File: config.mk
export PLATFORM = sky130hd
export DESIGN_NAME = cnt1_stream
export DESIGN_NICKNAME = d
export VERILOG_FILES = /design/src/rtl/cnt1_stream.sv
export SDC_FILE = /design/constraint.sdc
export NUM_CORES = 1
export LEC_CHECK = 0
export ABC_CLOCK_PERIOD_IN_PS = 17000
export CORE_UTILIZATION = 40
export CTS_BUF_LIST = sky130_fd_sc_hd__clkbuf_4
export CTS_CLUSTER_DIAMETER = 60
export CTS_CLUSTER_SIZE = 8
export DETAILED_ROUTE_END_ITERATION = 12
export GPL_TIMING_DRIVEN = 0
export SLEW_MARGIN = 20
export SYNTH_ARGS = -nofsm -noshare
export SYNTH_HDL_FRONTEND = slang
export SYNTH_SLANG_ARGS = --single-unit
File: constraint.sdc
create_clock -name clk -period 17 [get_ports clk]
set_clock_uncertainty 0.15 [all_clocks]
set_input_delay 3.4 -clock clk [delete_from_list [all_inputs] [get_ports clk]]
set_output_delay 3.4 -clock clk [all_outputs]
set_load 0.05 [all_outputs]
File: src/rtl/cnt1_stream.sv
// Streaming popcount stage: counts set (or clear) bits per multi-beat vector, with
// backpressure, bubble collapsing and framing checks against up_Last.
module cnt1_stream #(
  parameter int unsigned VECTOR_WIDTH  = 920,
  parameter int unsigned BUS_WIDTH     = 128,
  parameter int unsigned SUB_VECTOR_NO = (VECTOR_WIDTH + BUS_WIDTH - 1) / BUS_WIDTH,
  parameter int unsigned POP_STAGES    = 2,
  parameter int unsigned COUNT_ZEROS   = 0,
  parameter int unsigned CNT_WIDTH     = $clog2(VECTOR_WIDTH + 1)
) (
  input  logic                 clk,
  input  logic                 rst,
  input  logic [BUS_WIDTH-1:0] up_Vector,
  input  logic                 up_Valid,
  input  logic                 up_Last,
  output logic                 up_Ready,
  output logic [BUS_WIDTH-1:0] dn_SubVector,
  output logic                 dn_Valid,
  output logic [CNT_WIDTH-1:0] dn_Cnt,
  output logic                 dn_CntNew,
  output logic                 dn_Last,
  output logic                 dn_FrameErr,
  input  logic                 dn_Ready
);

  localparam int unsigned D        = POP_STAGES + 1;
  localparam int unsigned SumW     = $clog2(BUS_WIDTH + 1);
  localparam int unsigned AccW     = (CNT_WIDTH > SumW) ? CNT_WIDTH : SumW;
  localparam int unsigned WcW      = (SUB_VECTOR_NO > 1) ? $clog2(SUB_VECTOR_NO) : 1;
  localparam int unsigned MaxG     = 1 << (POP_STAGES - 1);
  localparam int unsigned GrpW     = (BUS_WIDTH + MaxG - 1) / MaxG;
  localparam int unsigned LastBits = VECTOR_WIDTH - (SUB_VECTOR_NO - 1) * BUS_WIDTH;

  localparam logic [BUS_WIDTH-1:0] LastMask = {BUS_WIDTH{1'b1}} >> (BUS_WIDTH - LastBits);
  localparam logic [WcW-1:0]       LastWord = WcW'(SUB_VECTOR_NO - 1);

  logic [D:0]           en;
  logic [D-1:0]         valid_q, first_q, vlast_q, last_q, ferr_q;
  logic [BUS_WIDTH-1:0] data_q [D];
  logic [SumW-1:0]      psum_q [POP_STAGES][MaxG];
  logic [SumW-1:0]      psum_d [POP_STAGES][MaxG];
  logic [WcW-1:0]       wcnt_q, wcnt_d;
  logic [AccW-1:0]      acc_q, acc_d;
  logic [SumW-1:0]      word_sum;
  logic [BUS_WIDTH-1:0] cnt_data;
  logic                 is_last_word;
  logic                 accept;

  // A stage may load whenever it is empty or its successor is loading, so bubbles collapse.
  always_comb begin
    en    = '0;
    en[D] = dn_Ready;
    for (int i = D - 1; i >= 0; i--) begin
      en[i] = ~valid_q[i] | en[i+1];
    end
  end

  always_comb begin
    is_last_word = (wcnt_q == LastWord);
    cnt_data     = (COUNT_ZEROS != 0) ? ~up_Vector : up_Vector;
    if (is_last_word) begin
      cnt_data = cnt_data & LastMask;
    end
    for (int s = 0; s < POP_STAGES; s++) begin
      for (int g = 0; g < MaxG; g++) begin
        psum_d[s][g] = '0;
      end
    end
    // First tree level: MaxG group popcounts; later levels add pairs.
    for (int g = 0; g < MaxG; g++) begin
      for (int b = 0; b < GrpW; b++) begin
        if (g * GrpW + b < BUS_WIDTH) begin
          psum_d[0][g] = psum_d[0][g] + SumW'(cnt_data[g*GrpW+b]);
        end
      end
    end
    for (int s = 1; s < POP_STAGES; s++) begin
      for (int g = 0; g < (MaxG >> s); g++) begin
        psum_d[s][g] = psum_q[s-1][2*g] + psum_q[s-1][2*g+1];
      end
    end
  end

  always_comb begin
    accept = up_Valid & en[0];
    wcnt_d = wcnt_q;
    if (accept) begin
      wcnt_d = (up_Last || is_last_word) ? '0 : wcnt_q + 1'b1;
    end
    word_sum = psum_q[POP_STAGES-1][0];
    acc_d    = first_q[D-2] ? AccW'(word_sum) : acc_q + AccW'(word_sum);
  end

  always_ff @(posedge clk or posedge rst) begin
    if (rst) begin
      valid_q <= '0;
      first_q <= '0;
      vlast_q <= '0;
      last_q  <= '0;
      ferr_q  <= '0;
      wcnt_q  <= '0;
      acc_q   <= '0;
      for (int i = 0; i < D; i++) begin
        data_q[i] <= '0;
      end
      for (int s = 0; s < POP_STAGES; s++) begin
        for (int g = 0; g < MaxG; g++) begin
          psum_q[s][g] <= '0;
        end
      end
    end else begin
      wcnt_q <= wcnt_d;
      // Tags are gated with up_Valid so bubbles never carry stale framing flags.
      if (en[0]) begin
        valid_q[0] <= up_Valid;
        data_q[0]  <= up_Vector;
        first_q[0] <= up_Valid & (wcnt_q == '0);
        vlast_q[0] <= up_Valid & (is_last_word | up_Last);
        last_q[0]  <= up_Valid & up_Last;
        ferr_q[0]  <= up_Valid & (up_Last ^ is_last_word);
      end
      for (int i = 1; i < D; i++) begin
        if (en[i]) begin
          valid_q[i] <= valid_q[i-1];
          data_q[i]  <= data_q[i-1];
          first_q[i] <= first_q[i-1];
          vlast_q[i] <= vlast_q[i-1];
          last_q[i]  <= last_q[i-1];
          ferr_q[i]  <= ferr_q[i-1];
        end
      end
      for (int s = 0; s < POP_STAGES; s++) begin
        if (en[s]) begin
          for (int g = 0; g < MaxG; g++) begin
            psum_q[s][g] <= psum_d[s][g];
          end
        end
      end
      if (en[D-1] && valid_q[D-2]) begin
        acc_q <= acc_d;
      end
    end
  end

  assign up_Ready     = en[0];
  assign dn_SubVector = data_q[D-1];
  assign dn_Valid     = valid_q[D-1];
  assign dn_Cnt       = acc_q[CNT_WIDTH-1:0];
  assign dn_CntNew    = vlast_q[D-1];
  assign dn_Last      = last_q[D-1];
  assign dn_FrameErr  = ferr_q[D-1];

endmodule

# After elaboration in Yosys (flattened, before gate mapping)
# Cells that the tools add are included.
[classes]
mux = 3
addsub = 129
n_lt_le_gt_ge = 0
n_bitwise = 13
multipliers = 0
reduce_logical = 3
eq_ne = 1
shift = 0
div = 0
[op_table]
columns = ["cell", "n"]
rows = [
  ["8-bit by 1-bit adder with 8-bit output", 112],
  ["128-bit two-way mux", 1],
  ["7-bit by 1-bit adder with 8-bit output", 2],
  ["6-bit by 1-bit adder with 7-bit output", 2],
  ["5-bit by 1-bit adder with 6-bit output", 2],
  ["10-bit by 8-bit adder with 10-bit output", 1],
  ["4-bit by 1-bit adder with 5-bit output", 2],
  ["10-bit two-way mux", 1],
  ["3-bit by 1-bit adder with 4-bit output", 2],
  ["8-bit adder", 1],
  ["2-bit by 1-bit adder with 3-bit output", 2],
  ["1-bit AND", 5],
  ["1-bit by 1-bit adder with 2-bit output", 2],
  ["1-bit bitwise OR", 4],
  ["3-bit by 1-bit adder with 3-bit output (second input constant)", 1],
  ["3-bit == test (second input constant)", 1],
  ["3-bit logical NOT", 1],
  ["3-bit two-way mux", 1],
  ["1-bit inverter", 3],
  ["1-bit logical AND", 1],
  ["1-bit logical OR", 1],
  ["1-bit bitwise XOR", 1],
]
[totals]
latchBits = 0
input_bits = 133
ram_bits = 0
word_cells = 171
out_inout_bits = 143
register_bits = 435
memories = 0
mem_bits_ro = 0

# Longest topological paths before layout
[depth]
word_depth = 65
ltp_mapped = 24
ltp_nobuf = 23

# Worst setup path after synthesis
# No wires, ideal clock.
[synth_timing]
path_type = "input-to-reg"
startpoint = "input up_Vector[64]"
endpoint = "register psum_q[22] (netlist name)"
path_stages = 18
required_time_ps = 16721
arrival_ps = 8950
path_buffers = 0
slack_ps = 7770
setup_ps = 129
cell_sequence = "nor2b_1 fa_1 inv_1 fa_1 fa_1 fa_1 fa_1 fa_1 fa_1 fa_1 inv_1 ha_1 fa_1 a21o_1 a21oi_1 nor2b_1 o21ai_0 nand3_1"
[synth_between]
elab_chain_len = 64
[synth_lines]
columns = ["element", "line_no", "source"]
rows = [
  ["start: declaration", "13", "input logic [BUS_WIDTH-1:0] up_Vector,"],
  ["128-bit two-way mux", "61", "if (is_last_word) begin"],
  ["1-bit by 1-bit adder with 2-bit output", "73", "psum_d[0][g] = psum_d[0][g] + SumW'(cnt_data[g*GrpW+b]);"],
  ["2-bit by 1-bit adder with 3-bit output", "73", ""],
  ["3-bit by 1-bit adder with 4-bit output", "73", ""],
  ["4-bit by 1-bit adder with 5-bit output", "73", ""],
  ["5-bit by 1-bit adder with 6-bit output", "73", ""],
  ["6-bit by 1-bit adder with 7-bit output", "73", ""],
  ["7-bit by 1-bit adder with 8-bit output", "73", ""],
  ["8-bit by 1-bit adder with 8-bit output (56 in a row)", "73", ""],
  ["end signal: indexed assignment", "135", "psum_q[s][g] <= psum_d[s][g];"],
  ["end: declaration", "40", "logic [SumW-1:0] psum_q [POP_STAGES][MaxG];"],
]
# Every way passes these cells.
# A chain may end at the register's enable or synchronous reset.

# Final worst setup path
# Same ends and word-level chain as after synthesis.

==> flow_summary.toml <==
[run_status]
outcome = "finished with violations"
violations = "design-rule violations"

[finish]
layout.nets = 2771
final_cells = 3188
fillers = 4958
drive_gt1_share_pct = 16.9
area_growth_syn_to_layout_pct = 20.1

[synthesis]
ys_top_cells_by_area = "dfrtp_1, nand2_1, fa_1"
synth_cell_types = 45
synth-seq-area-share_pct = 50.3
async_flop_share_pct = 100
yosysMostFrequentCell = "nand2_1"
avgSynthCellArea_sq_um = 10.1
ys_warn_count = 0
synth-main-ff-cell = "dfrtp_1"
synth.cell_area_sq_mm = 0.0216
synth_top_area_cell = "dfrtp_1"
synthesis.nets = 2424
synth_top_area_share_pct = 50.3
synth_seq_cells = 433
yosys-top-cells-count = "nand2_1, dfrtp_1, buf_4"
syn_inst = 2132
synth-edff-count = 0

[die]
core_sq_mm = 0.0529
die_h_um = 234
dieArea_sq_mm = 0.0548
start_util_pct = 40.8
num_io_pins = 276
row_count = 84
die_width_um = 234

[placement]
numPortBuffers = 275
gp_congestion = 0.828
place_inst = 3099
post-dp-hpwl_um = 42000

[clock_network]
post_cts_buffers = 0
cts_buffers = 66
clkTransAtPathRegs_ns = 0.10
cts-root-buf = "clkbuf_4"
hold_buffers = 0
h-tree-depth = 3
max-clock-path-buffers = 3
clock_latency_ns = 0.79
post_cts_resized = 0
cts_sinks = 433
cts_tree = "yes"

[global_routing]
grtUsageMet2_pct = 33.1
grt_antenna_before_repair = 9
gr-total-overflow = 0
grt.busiest_layer = "met2"
grtUsageMet1_pct = 28.1
grtUsageTotal_pct = 20.5
grt_max_degree = 106
grt_first_pass_wirelength_um = 85300
grt_pass1_vias = 15500
met3_usage_pct = 3.66

[power]
p_per_area_mw_per_mm2 = 218
power_frac_comb_pct = 65.5
leakage_nw = 13.0
sw_frac_of_total_pct = 44.7
power.internal_w = 0.00312
seqPwrFrac_pct = 24.7
irDropWorstVdd_v = 0.000427
clkPwrFrac_pct = 9.8
p_switching_w = 0.00252

[sta]
setup_tns_ns = 0
final-hold-violation-count = 0
fmax_ghz = 0.107
final_max_slew_viol_count = 0
period_minus_slack_ns = 9.32
rsz0062_at_grt = "no"
worstMarginPinSlew_ns = 0.857
max_slew_margin_pct = 42.9
post-route-period-util_pct = 54.8
setup_viol = 0

[detailed_routing]
wl_um = 54300
wl_per_cell_um = 17.0
ant_nets = 0
vias = 15000
drtIter0Drc = 892
drt_pass1_iterations = 12
drc = 26
viasPerCell = 4.69

[setup_path]
arrival_ns = 9.83
crit_path_end_kind = "register"
crit_type = "in2reg"
critPathRequiredTime_ns = 17.51
cp-start-kind = "input pin"
path_max_fanout = 2

[flow_run]
drv_cap = 0

[min_path]
hold_class = "reg2reg"
-- placed cells by master (no fill, tap or decap), drive strengths merged, types with 3 or more instances in the layout --
master,n
a21oi,24
dfrtp,433
clkbuf,94
nand2,848
a31oi,3
mux2i,3
nand2b,5
mux2,131
inv,127
clkinv,3
fa,110
ha,49
nor2b,58
diode,9
clkdlybuf4s50,275
xnor2,7
buf,203
nor2,19
nand3,7
xor2,8
a21o,13
o211ai,3
o21ai,43
-- flip-flops by register name (all words and copies together), names as in the netlist, 3 cells and up --
signal        flops
data_q          256
dn_SubVector    128
psum_q           14
dn_Cnt           10
word_sum          8
ferr_q            3
last_q            3
valid_q           3
vlast_q           3
wcnt_q            3
-- cell type report --
class / instances / area, sq um / area share (%)
clock inverters: 7 / 37.5 / 0.145
well taps: 688 / 861 / 3.32
clock buffers: 73 / 548 / 2.12
multi-input cells: 1355 / 8800 / 34.0
diodes: 9 / 22.5 / 0.0870
plain buffers: 220 / 1460 / 5.62
repair buffers: 279 / 2860 / 11.1
inverters: 124 / 475 / 1.84
flip-flops and latches: 433 / 10800 / 41.8
-- through the flow --
stage / hold slack (ns) / setup slack, ns / area [sq um] / utilization [%] / total power [W]
after floorplan: 0.276 / 1.39 / 21600 / - / 0.00420
after global placement: 0.285 / -3.35 / 25200 / 47.6 / 0.00509
after detailed placement: 0.289 / 6.85 / 25300 / 47.8 / 0.00515
after CTS: 0.313 / 7.68 / 25900 / 48.9 / 0.00574
after global routing: 0.327 / 7.52 / 25900 / 49.0 / 0.00624
final: 0.318 / 7.68 / 25900 / 49.0 / 0.00565
-- kinds of logic after synthesis --
logic type / after synthesis / share of synthesized area (%)
multiplexers: 134 / 6.98
AO/OA/AOI/OAI: 98 / 2.67
AND/OR/NAND/NOR: 949 / 17.5
adder cells (fa/ha/maj): 159 / 13.1
XOR/XNOR: 15 / 0.609
buffers and inverters: 344 / 8.93
flip-flops: 433 / 50.3
-- worst paths after layout --
| path | start | endpoint | slack [ns] | cells after the start |
|---|---|---|---|---|
| worst max-delay path | up_Vector[64] | psum_q[22] | 7.68 | 19 |
| worst min-delay path | valid_q[0] | valid_q[1] | 0.32 | 1 |
| worst max register to register | wcnt_q[0] | psum_q[22] | 8.94 | 23 |
| worst min register to register | valid_q[0] | valid_q[1] | 0.32 | 1 |
| max in group asynchronous | rst | dn_SubVector[3] | 12.08 | 5 |
| min in group asynchronous | rst | dn_SubVector[87] | 2.95 | 2 |
-- critical path, cell delays in order --
cell             delay, ns
clkdlybuf4s50_1       0.45
nor2b_1               0.17
fa_1                  0.56
inv_1                 0.05
fa_1                  0.52
fa_1                  0.53
fa_1                  0.53
fa_1                  0.54
fa_1                  0.52
fa_1                  0.53
fa_1                  0.55
inv_1                 0.06
ha_1                  0.22
fa_1                  0.40
a21o_1                0.17
a21oi_1               0.22
nor2b_1               0.07
o21ai_0               0.22
nand3_1               0.10
-- layer usage --
layer | vias up | share of wire, %
met3 | 94 | 4.1
met5 | - | 0.024
met1 | 7395 | 45
met2 | 287 | 48
met4 | 2 | 2.5
li1 | 7185 | -
-- power groups by stage --
| stage | registers [W] | clock network, W | logic [W] |
|---|---|---|---|
| global route | 0.00142 | 0.000621 | 0.00420 |
| floorplan | 0.00142 | 0 | 0.00279 |
| global placement | 0.00141 | 0 | 0.00368 |
| CTS | 0.00139 | 0.000580 | 0.00377 |
| finish | 0.00139 | 0.000553 | 0.00370 |
| detailed placement | 0.00141 | 0 | 0.00374 |
Note: power is estimated with default switching activity, not from simulation.
